==> config.mk <==
export PLATFORM = sky130hd
export DESIGN_NAME = hc_sub_64_pipe
export DESIGN_NICKNAME = d
export VERILOG_FILES = /design/src/rtl/hc_sub_64_pipe.sv
export SDC_FILE = /design/constraint.sdc
export NUM_CORES = 1
export LEC_CHECK = 0
export CAP_MARGIN = 15
export CORE_ASPECT_RATIO = 1.2
export CORE_UTILIZATION = 46
export CTS_CLUSTER_SIZE = 25
export DETAILED_ROUTE_END_ITERATION = 8
export PLACE_DENSITY = 0.72
export REMOVE_ABC_BUFFERS = 1
export SLEW_MARGIN = 10
export SYNTH_ARGS = -nofsm -noshare
export SYNTH_HDL_FRONTEND = slang
export SYNTH_SLANG_ARGS = --single-unit
==> constraint.sdc <==
create_clock -name clk -period 2.4 [get_ports clk]
set_clock_uncertainty 0.15 [all_clocks]
set_input_delay 0.48 -clock clk [delete_from_list [all_inputs] [get_ports clk]]
set_output_delay 0.48 -clock clk [all_outputs]
set_load 0.05 [all_outputs]
==> src/rtl/hc_sub_64_pipe.sv <==
// Two-stage pipelined 64-bit subtractor (a - b - bin) with a prefix carry tree cut after
// the 8-bit group level, elastic valid/ready handshake and compare flags.
module hc_sub_64_pipe #(
    parameter int unsigned WIDTH     = 64,
    parameter int unsigned CUT_LEVEL = 3
) (
    input  logic             clk,
    input  logic             rst_n,
    input  logic             in_valid,
    output logic             in_ready,
    input  logic [WIDTH-1:0] a,
    input  logic [WIDTH-1:0] b,
    input  logic             bin,
    input  logic             flush,
    output logic             out_valid,
    input  logic             out_ready,
    output logic [WIDTH-1:0] diff,
    output logic             bout,
    output logic             zero,
    output logic             neg,
    output logic             ovf
);

    localparam int unsigned LEVELS = $clog2(WIDTH);

    // Prefix levels [0, CUT_LEVEL): group generate/propagate over spans up to 2^CUT_LEVEL bits.
    function automatic logic [2*WIDTH-1:0] prefix_gp(input logic [WIDTH-1:0] g,
                                                     input logic [WIDTH-1:0] p);
        logic [WIDTH-1:0] gc, pc, gn, pn;
        gc = g;
        pc = p;
        for (int unsigned k = 0; k < CUT_LEVEL; k++) begin
            gn = gc;
            pn = pc;
            for (int unsigned i = 0; i < WIDTH; i++) begin
                if (i >= (32'd1 << k)) begin
                    gn[i] = gc[i] | (pc[i] & gc[i - (32'd1 << k)]);
                    pn[i] = pc[i] & pc[i - (32'd1 << k)];
                end
            end
            gc = gn;
            pc = pn;
        end
        return {pc, gc};
    endfunction

    // Remaining levels: only the 0-anchored generate (the carry out of each bit) is needed.
    function automatic logic [WIDTH-1:0] prefix_finish(input logic [WIDTH-1:0] g,
                                                       input logic [WIDTH-1:0] p);
        logic [WIDTH-1:0] gc, pc, gn, pn;
        gc = g;
        pc = p;
        for (int unsigned k = CUT_LEVEL; k < LEVELS; k++) begin
            gn = gc;
            pn = pc;
            for (int unsigned i = 0; i < WIDTH; i++) begin
                if (i >= (32'd1 << k)) begin
                    gn[i] = gc[i] | (pc[i] & gc[i - (32'd1 << k)]);
                    pn[i] = pc[i] & pc[i - (32'd1 << k)];
                end
            end
            gc = gn;
            pc = pn;
        end
        return gc;
    endfunction

    logic             s1_valid, s2_valid;
    logic             s1_advance, accept, s2_load;
    logic [WIDTH-1:0] s1_p, s1_g_grp, s1_p_grp;
    logic             s1_cin, s1_a_msb, s1_b_msb;

    assign s1_advance = !s2_valid || out_ready;
    assign in_ready   = !flush && (!s1_valid || s1_advance);
    assign accept     = in_valid && in_ready;
    assign s2_load    = s1_valid && s1_advance && !flush;
    assign out_valid  = s2_valid;

    // Stage 1 combinational: bit p/g of a + ~b with ~bin folded into bit 0's generate.
    logic [WIDTH-1:0]   p_bit, g_bit;
    logic               cin;
    logic [2*WIDTH-1:0] pg_grp;

    always_comb begin
        cin      = ~bin;
        p_bit    = a ^ ~b;
        g_bit    = a & ~b;
        g_bit[0] = g_bit[0] | (p_bit[0] & cin);
        pg_grp   = prefix_gp(g_bit, p_bit);
    end

    // Stage 2 combinational: complete the carries and form result and flags.
    logic [WIDTH-1:0] g_full, carry, diff_c;
    logic             bout_c, ovf_c;

    always_comb begin
        g_full = prefix_finish(s1_g_grp, s1_p_grp);
        carry  = {g_full[WIDTH-2:0], s1_cin};
        diff_c = s1_p ^ carry;
        bout_c = ~g_full[WIDTH-1];
        ovf_c  = (s1_a_msb != s1_b_msb) && (diff_c[WIDTH-1] != s1_a_msb);
    end

    // Valid bits: flush drops everything in flight, data registers untouched.
    always_ff @(posedge clk or negedge rst_n) begin
        if (!rst_n) begin
            s1_valid <= 1'b0;
            s2_valid <= 1'b0;
        end else if (flush) begin
            s1_valid <= 1'b0;
            s2_valid <= 1'b0;
        end else begin
            if (accept)
                s1_valid <= 1'b1;
            else if (s1_advance)
                s1_valid <= 1'b0;
            if (s1_advance)
                s2_valid <= s1_valid;
        end
    end

    always_ff @(posedge clk or negedge rst_n) begin
        if (!rst_n) begin
            s1_p     <= '0;
            s1_g_grp <= '0;
            s1_p_grp <= '0;
            s1_cin   <= 1'b0;
            s1_a_msb <= 1'b0;
            s1_b_msb <= 1'b0;
        end else if (accept) begin
            s1_p     <= p_bit;
            s1_g_grp <= pg_grp[WIDTH-1:0];
            s1_p_grp <= pg_grp[2*WIDTH-1:WIDTH];
            s1_cin   <= cin;
            s1_a_msb <= a[WIDTH-1];
            s1_b_msb <= b[WIDTH-1];
        end
    end

    always_ff @(posedge clk or negedge rst_n) begin
        if (!rst_n) begin
            diff <= '0;
            bout <= 1'b0;
            zero <= 1'b0;
            neg  <= 1'b0;
            ovf  <= 1'b0;
        end else if (s2_load) begin
            diff <= diff_c;
            bout <= bout_c;
            zero <= (diff_c == '0);
            neg  <= diff_c[WIDTH-1];
            ovf  <= ovf_c;
        end
    end

endmodule

# Word-level counts from Yosys, hierarchy flattened
# Cells that the tools add are included.
[op_classes]
eq_ne = 2
mux = 5
bitwise_logic = 915
reduce_logical = 13
[op_table]
columns = ["op", "count"]
rows = [
  ["AND 1 bit", 587],
  ["OR 1 bit", 322],
  ["bitwise XOR 64 bit", 2],
  ["AND 64 bit", 1],
  ["logical NOT 64 bit", 1],
  ["NOT 64 bit", 1],
  ["logical AND 1 bit", 5],
  ["2-to-1 mux 1 bit", 5],
  ["logical NOT 1 bit", 3],
  ["nonzero test 3 bit", 1],
  ["logical OR 1 bit", 2],
  ["inequality test 1 bit", 2],
  ["NOT 1 bit", 2],
  ["nonzero test 2 bit", 1],
]
[word_totals]
register_bits = 265
inputBits = 134
out_inout_bits = 70
wordCells = 948

# Longest topological paths before layout
# Gate-level depths: netlist of run 1.
[depth]
depth_word = 10
ltp_mapped = 10
depth_no_buf = 9

# Worst setup path before layout of run 1
# Ideal clock, no wire load.
[synth_path]
kind = "register to register"
startpoint = "register s2_valid (netlist: out_valid)"
endpoint = "register s1_g_grp[38]"
setup_ps = 83
t_arrival_ps = 2751
t_required_ps = 2167
path_slack_ps = -584
stages_incl_launch_ff = 9
n_path_buf = 3
synth_period_minus_slack_ps = 2984
path_cell_list = "dfrtp_1 > nor2b_4 > a21oi_1 > and2_1 > clkbuf_1 > clkbuf_1 > clkbuf_1 > o21ai_0 > o21ai_0"
[synth_via]
elab_chain_len = 5
[synth_lines]
columns = ["element", "line_no", "text"]
rows = [
  ["start, declared", "68", "logic s1_valid, s2_valid;"],
  ["start signal, assigned", "118", "s2_valid <= s1_valid;"],
  ["logical NOT 1 bit", "73", "assign s1_advance = !s2_valid || out_ready;"],
  ["logical OR 1 bit", "73", ""],
  ["logical OR 1 bit", "74", "assign in_ready = !flush && (!s1_valid || s1_advance);"],
  ["logical AND 1 bit", "74", ""],
  ["net in_ready", "10", "output logic in_ready,"],
  ["logical AND 1 bit", "75", "assign accept = in_valid && in_ready;"],
  ["end signal, assigned", "132", "s1_g_grp <= pg_grp[WIDTH-1:0];"],
  ["end, declared", "70", "logic [WIDTH-1:0] s1_p, s1_g_grp, s1_p_grp;"],
]
# The timed path passes the listed nets, and every way through them passes these cells.
# A chain may end at the register's enable or synchronous reset.

# Worst setup path in the final report of run 1
[layout_path]
startpoint = "register s1_g_grp[4]"
endpoint = "register zero"
[layout_via]
elab_chain_len = 8
word_cells_on_any_way = 16
classes_between = "15 x bitwise; 1 x reduce/logical"
[layout_lines]
columns = ["element", "line_no", "text"]
rows = [
  ["AND 1 bit", "58", "gn[i] = gc[i] | (pc[i] & gc[i - (32'd1 << k)]);"],
  ["OR 1 bit", "58", ""],
  ["AND 1 bit", "58", ""],
  ["OR 1 bit", "58", ""],
  ["AND 1 bit", "58", ""],
  ["OR 1 bit", "58", ""],
  ["bitwise XOR 64 bit (*)", "99", "diff_c = s1_p ^ carry;"],
  ["logical NOT 64 bit (*)", "150", "zero <= (diff_c == '0);"],
  ["end signal, assigned", "150", ""],
  ["end, declared", "19", "output logic zero,"],
]
# Mark *: on every way between the ends. The rest lies on a longest branch, timed or not.

==> results of run 1 <==
## flip-flops by register name, summed over array words and instances, names as in the netlist
register and cells:
bout 1, diff 63, neg 1, out_valid 1, ovf 1, s1_a_msb 1
s1_b_msb 1, s1_cin 1, s1_g_grp 64, s1_p 63, s1_p_grp 57, s1_valid 1
zero 1
## per-layer routing
layer	share of wire, %	vias to the layer above
met4	7.1	0
met3	5.1	169
li1	-	6619
met1	38	6630
met5	0	-
met2	50	553
## synth_stat cells (3+ instances only)
cell type and n:
nand2_1 397, dfrtp_1 256, a21oi_1 110, clkbuf_1 102, o21ai_0 98, inv_1 97, a21o_1 65, ha_1 64
nand4_1 62, o31ai_1 56, nor2_1 43, xor2_1 34, o21a_1 31, o211ai_1 30, o21bai_1 29, xnor2_1 19
mux2_2 17, nor2b_1 11, nand3_1 10, a211o_1 9, a31oi_1 7, and3_1 7, nand2b_1 7, nor3_1 6
a211oi_1 5, mux2i_1 5, o41ai_1 5, or3_1 5, a2111oi_0 4, buf_2 4, nor3b_1 4, o2111ai_1 4
a311o_1 3, and4_1 3, nand3b_1 3, nand4b_1 3, nor4_1 3, or2_2 3
## cell usage in the layout (no fill, tap or decap), drive strengths merged, types with 6 or more instances in the layout
master,netlist,layout
clkbuf,104,38
a211o,9,9
xor2,34,34
o31ai,57,57
inv,97,98
a21o,65,65
buf,5,313
nor2b,12,12
o21bai,29,29
clkinv,0,7
a21oi,110,110
o211ai,30,30
nand2,397,397
o21a,31,31
o21ai,99,99
nand3,10,10
ha,64,64
nor3,6,6
a31oi,7,7
nor2,43,43
clkdlybuf4s50,0,193
dfrtp,256,256
mux2,17,17
xnor2,19,19
and3,7,7
nand4,62,62
nand2b,7,7
## cell families (layout without fill, tap and decap cells)
kind of cell | count (synthesis) | in the layout
XOR/XNOR | 53 | 53
AND/OR/NAND/NOR | 578 | 578
AO/OA/AOI/OAI | 473 | 473
flip-flops | 256 | 256
buffers and inverters | 206 | 662
adder cells (fa/ha/maj) | 64 | 64
multiplexers | 22 | 22
## final timing paths
check	to	depth (start not counted)	start
max in group asynchronous	s1_g_grp[49]$_DFFE_PN0P_	3	rst_n
max reg2reg	zero$_DFFE_PN0P_	10	s1_g_grp[4]$_DFFE_PN0P_
min in group clk	bout$_DFFE_PN0P_	1	s1_g_grp[63]$_DFFE_PN0P_
min	diff[6]$_DFFE_PN0P_	2	rst_n
min reg2reg	bout$_DFFE_PN0P_	1	s1_g_grp[63]$_DFFE_PN0P_
max	zero$_DFFE_PN0P_	10	s1_g_grp[4]$_DFFE_PN0P_
## final cells by class
type                       count  area [sq um]
fill                        2522         10500
multi-input combinational   1190          7330
sequential                   256          6410
timing repair buffer         515          4520
clock buffer                  38           787
tap                          396           495
inverter                      97           364
clock inverter                12           141
## worst reg2reg max path: cells and delay by family (launching register included)
family | cells | cell delay (ns)
AO/OA/AOI/OAI | 1 | 0.25
flip-flops | 1 | 0.45
XOR/XNOR | 1 | 0.28
AND/OR/NAND/NOR | 6 | 1.12
buffers and inverters | 2 | 0.32
## what timing repair did
item	4_1_cts	5_1_grt
endpoints found under the setup margin	11	17
hold buffers	1	0
pin swaps	13	4
gates resized for setup	28	13
setup buffers	1	0
endpoints found under the hold margin	38	0
## power by group
group | total (mW) | internal (mW) | switching, mW
Combinational | 6.26 | 2.68 | 3.58
Sequential | 5.60 | 5.05 | 0.549
Clock | 4.39 | 2.60 | 1.79
## per-stage QoR
step	instances	worst slack [ns]	hold WS, ns
3_5_place_dp	2454	-1.12	0.257
5_1_grt	2504	-0.301	0.290
4_1_cts	2504	-0.191	0.266
6_report	2504	-0.227	0.268
3_3_place_gp	2454	-1.12	0.252
2_1_floorplan	1543	-4.28	0.0344
==> results.py, run 1 <==
metrics = {
    "synth": {
        "synth.area.top_cells": "dfrtp_1, nand2_1, ha_1",
        "ys_types": 62,
        "synth-xor-area-share_pct": 3.24,
        "async_flop_share_pct": 100,
        "ys_ff_latch": 256,
        "synth_top_family_by_area": "compound AO/OA/AOI/OAI gates",
        "syn_avg_cell_area_sq_um": 8.68,
        "synthMuxAreaShare_pct": 1.68,
        "synth_top_area_share_pct": 44.7,
        "synth_top_cell_by_area": "dfrtp_1",
        "synth.yosys.warnings": 0,
        "ys_seq_area_share_pct": 44.7,
        "synthAdderAreaFrac_pct": 5.59,
        "synth_compound_area_share_pct": 21.5,
        "netlist_area_sq_um": 14300,
        "synth_edf_count": 0,
        "syn_inst": 1652,
        "ys.flop_type": "dfrtp_1",
        "synthSimpleGateAreaFrac_pct": 17.8,
    },
    "floorplanning": {
        "core-area_sq_um": 30600,
        "die_h_um": 195,
        "pin_count": 204,
        "start_util_pct": 46.9,
        "fp.dieArea_sq_um": 31900,
        "row_count": 70,
        "die_x_um": 163,
    },
    "critical_path": {
        "cp_num_buf_inv": 2,
        "path_delay_family": "simple AND/OR/NAND/NOR gates",
        "cpMostUsedCell": "nand4_1",
        "crit_arrival_ns": 2.98,
        "startpoint_type": "flop",
        "crit_chain": "a21oi_2, buf_4, xor2_1, nand4_1, nor4_4, buf_4, nand4_1, nor4_2, nand4_1, nand2_1",
        "crit_path_max_fanout": 3,
        "crit_slowest_cell": "dfrtp_1",
        "crit_type": "reg -> reg",
        "r2r_setup_slack_ns": -0.23,
        "critPathRequiredTime_ns": 2.75,
        "end_kind": "flop",
        "critPathMaxStageDelay_ns": 0.45,
    },
    "run_status": {
        "status": "complete, but fails checks",
        "violations": "setup timing",
    },
    "clock_tree": {
        "clockBufferDepth": 3,
        "clock_latency_ns": 0.57,
        "cts_tree": "yes",
        "clockRootBuffer": "clkbuf_16",
        "cts.sink_count": 256,
        "clk_pin_slew_ns": 0.06,
        "cts-buffers-inserted": 27,
        "cts_max_level": 1,
    },
    "place": {
        "place_congestion": 0.974,
        "port_buffers": 203,
        "hpwl_um": 37300,
        "placed_area_sq_um": 18900,
    },
    "detailed_routing": {
        "wl_um": 47500,
        "drtIter0Drc": 949,
        "drc": 0,
        "vias_per_cell": 5.58,
        "vias": 14000,
        "firstDrtPassIters": 6,
        "ant_nets": 0,
        "wl_per_cell_um": 19.0,
    },
    "global_routing": {
        "grt_pass1_vias": 14000,
        "grt_pass1_wl_um": 73500,
        "met3_usage_pct": 3.31,
        "use_met1_pct": 34.1,
        "antenna_found_initial": 0,
        "grt_busiest_layer": "met2",
        "groute.layer.met2.usage_pct": 52.2,
        "grt_max_degree": 65,
        "track_usage_pct": 29.8,
        "grt_overflow_total": 0,
    },
    "layout": {
        "nets": 2285,
        "drive_above_1_share_pct": 19.6,
        "syn_to_final_growth_pct": 39.9,
        "final_core_util_pct": 65.6,
        "n_antenna_cell": 0,
        "final_cell_area_sq_um": 20000,
    },
    "hold_path": {
        "hp-class": "in -> async",
    },
    "pwr": {
        "leakage_nw": 9.96,
        "power_density_nw_per_um2": 811,
        "irDropWorstVdd_v": 0.000574,
        "finalPower_mw": 16.3,
    },
    "sta": {
        "tightest_slew_ns": 0.598,
        "fin_crit_sh_pct": 109,
        "maxSlewHeadroom_pct": 60.1,
        "setup_viol": 1,
        "rsz0062_at_grt": "true",
        "fin_setup_tns_ns": -0.227,
        "finalWorstSetupSlack_ns": -0.227,
        "fmax_mhz": 381,
        "hold_viol_final": 0,
        "fin_crit_ns": 2.63,
        "maxSlewViolCount": 0,
    },
    "run": {
        "drv_cap": 0,
    },
}
Note: power is estimated with default switching activity, not from simulation.
==> inputs of run 2 (changes only) <==
RECOVER_POWER = 100   (was unset)
==> results.py, run 2 (synthesized netlist as in run 1, its figures left out) <==
metrics = {
    "clock_tree": {
        "clock_latency_ns": 0.57,
        "clockBufferDepth": 3,
        "cts-buffers-inserted": 27,
        "cts_tree": "yes",
        "clockRootBuffer": "clkbuf_16",
        "cts_max_level": 1,
        "cts.sink_count": 256,
        "clk_pin_slew_ns": 0.06,
    },
    "floorplanning": {
        "fp.dieArea_sq_um": 31900,
        "row_count": 70,
        "pin_count": 204,
        "die_h_um": 195,
        "start_util_pct": 46.9,
        "core-area_sq_um": 30600,
        "die_x_um": 163,
    },
    "detailed_routing": {
        "vias_per_cell": 5.58,
        "wl_per_cell_um": 18.9,
        "drc": 0,
        "wl_um": 47300,
        "firstDrtPassIters": 7,
        "drtIter0Drc": 1033,
        "ant_nets": 0,
        "vias": 14000,
    },
    "sta": {
        "setup_viol": 46,
        "fin_crit_ns": 2.61,
        "finalWorstSetupSlack_ns": -0.214,
        "tightest_slew_ns": 1.10,
        "worst_hold_slack_ns": 0.321,
        "rsz0062_at_grt": "true",
        "fin_crit_sh_pct": 109,
        "hold_viol_final": 0,
        "maxSlewViolCount": 0,
        "maxSlewHeadroom_pct": 26.6,
        "fmax_mhz": 383,
    },
    "critical_path": {
        "critPathMaxStageDelay_ns": 0.55,
        "end_kind": "flop",
        "crit_type": "reg -> reg",
        "crit_arrival_ns": 2.97,
        "crit_path_start": "s1_g_grp[3]$_DFFE_PN0P_",
        "startpoint_type": "flop",
        "crit_path_max_fanout": 3,
        "crit_chain": "buf_6, xnor2_2, buf_4, nand2_2, or4_4, nor4_4, buf_4, nand4_1, nor4_2, nand4_1, nand2_1",
        "crit_slowest_cell": "or4_4",
        "rr_startpoint": "s1_g_grp[3]$_DFFE_PN0P_",
        "critPathRequiredTime_ns": 2.76,
    },
    "layout": {
        "final_common_cell": "nand2_1",
        "syn_to_final_growth_pct": 38.2,
        "largest_register_ffs": 64,
        "largest_registers": "s1_g_grp: 64 flops, diff: 63 flops, s1_p: 63 flops",
        "final_cell_area_sq_um": 19800,
        "nets": 2285,
        "drive_above_1_share_pct": 18.9,
        "fin_cells": 2504,
        "regMostFlops": "s1_g_grp",
        "nFillCells": 2572,
        "final_cell_mix": "nand2_1, buf_4, dfrtp_1",
        "n_antenna_cell": 0,
    },
    "pwr": {
        "leakage_nw": 9.82,
        "seq_power_share_pct": 34.6,
        "p_sw_share_pct": 36.5,
        "irDropWorstVdd_v": 0.000555,
        "p_clk_share_pct": 27.1,
        "pwr-share-comb_pct": 38.2,
        "power.switching_mw": 5.90,
        "intPower_mw": 10.3,
        "power_density_nw_per_um2": 816,
    },
    "global_routing": {
        "grt_pass1_vias": 14000,
        "antenna_found_initial": 0,
        "grt_pass1_wl_um": 73500,
        "grt_max_degree": 65,
        "grt_overflow_total": 0,
        "track_usage_pct": 29.8,
    },
    "run": {
        "drv_cap": 0,
    },
    "place": {
        "port_buffers": 203,
        "hpwl_um": 37300,
        "place_congestion": 0.974,
        "post-place-cells": 2454,
        "placed_area_sq_um": 18900,
    },
    "hold_path": {
        "hp-class": "reg -> reg",
        "worstHoldStart": "s1_g_grp[63]$_DFFE_PN0P_",
    },
    "run_status": {
        "status": "complete, but fails checks",
        "violations": "setup timing",
    },
}
run 2: cell types whose count changed in the layout (fill, tap and decap cells not counted), sizes merged:
cell          change
clkbuf           +28
dlymetal6s2s      -3
buf              -25
run 2: worst max-delay path, delay by kind of cell, from the launching register on:
kind,cells,cell delay (ns)
buffers and inverters,3,0.47
XOR/XNOR,1,0.11
AND/OR/NAND/NOR,7,1.42
flip-flops,1,0.42
run 2: final timing paths:
path / cells past startpoint / slack [ns] / endpoint
max: 11 / -0.21 / zero$_DFFE_PN0P_
min: 1 / 0.32 / bout$_DFFE_PN0P_
max reg2reg: 11 / -0.21 / zero$_DFFE_PN0P_
min reg2reg: 1 / 0.32 / bout$_DFFE_PN0P_
max in group asynchronous: 3 / 0.24 / s1_p[53]$_DFFE_PN0P_
min in group asynchronous: 2 / 0.52 / diff[6]$_DFFE_PN0P_
run 2: power groups by stage:
| stage | Sequential [mW] | Combinational [mW] | Clock, mW |
|---|---|---|---|
| after floorplan | 6.93 | 1.89 | 0 |
| after global placement | 5.62 | 6.10 | 0 |
| after detailed placement | 5.65 | 6.18 | 0 |
| after CTS | 5.60 | 6.25 | 4.46 |
| after global routing | 5.69 | 6.59 | 4.61 |
| final | 5.60 | 6.18 | 4.39 |
run 2: timing repair:
item                                   in CTS  in global routing
pin swaps                                  13                  4
hold buffers                                1                  0
cloned                                      0                  0
setup endpoints to repair                  11                 17
buffers inserted                            1                  0
endpoints found under the hold margin      38                  0
gates resized for setup                    28                 13
run 2: layer usage:
layer  routed length [um]  global-route usage, %  vias to the layer above
met2                23600                   52.2                      536
li1                     -                      -                     6630
met5                    0                      0                        -
met1                18100                   34.1                     6642
met3                 2410                   3.31                      157
met4                 3190                   19.8                        0
run 2: layout make-up:
type / count / area (sq um) / share of cell area (%)
clock inverter: 12 / 141 / 0.714
inverter: 97 / 364 / 1.84
sequential: 256 / 6410 / 32.4
tap: 396 / 495 / 2.50
multi-input combinational: 1190 / 7300 / 36.8
timing repair buffer: 515 / 4310 / 21.8
clock buffer: 38 / 787 / 3.97
run 2: stage by stage:
stage	utilization [%]	setup WS [ns]	setup TNS, ns	power, mW
2_1_floorplan	-	-4.28	-668.62	8.81
3_3_place_gp	61.9	-1.12	-27.88	11.7
3_5_place_dp	61.9	-1.12	-33.64	11.8
4_1_cts	65.4	-0.191	-0.191	16.3
5_1_grt	64.8	-0.301	-14.95	16.9
6_report	64.8	-0.214	-1.71	16.2
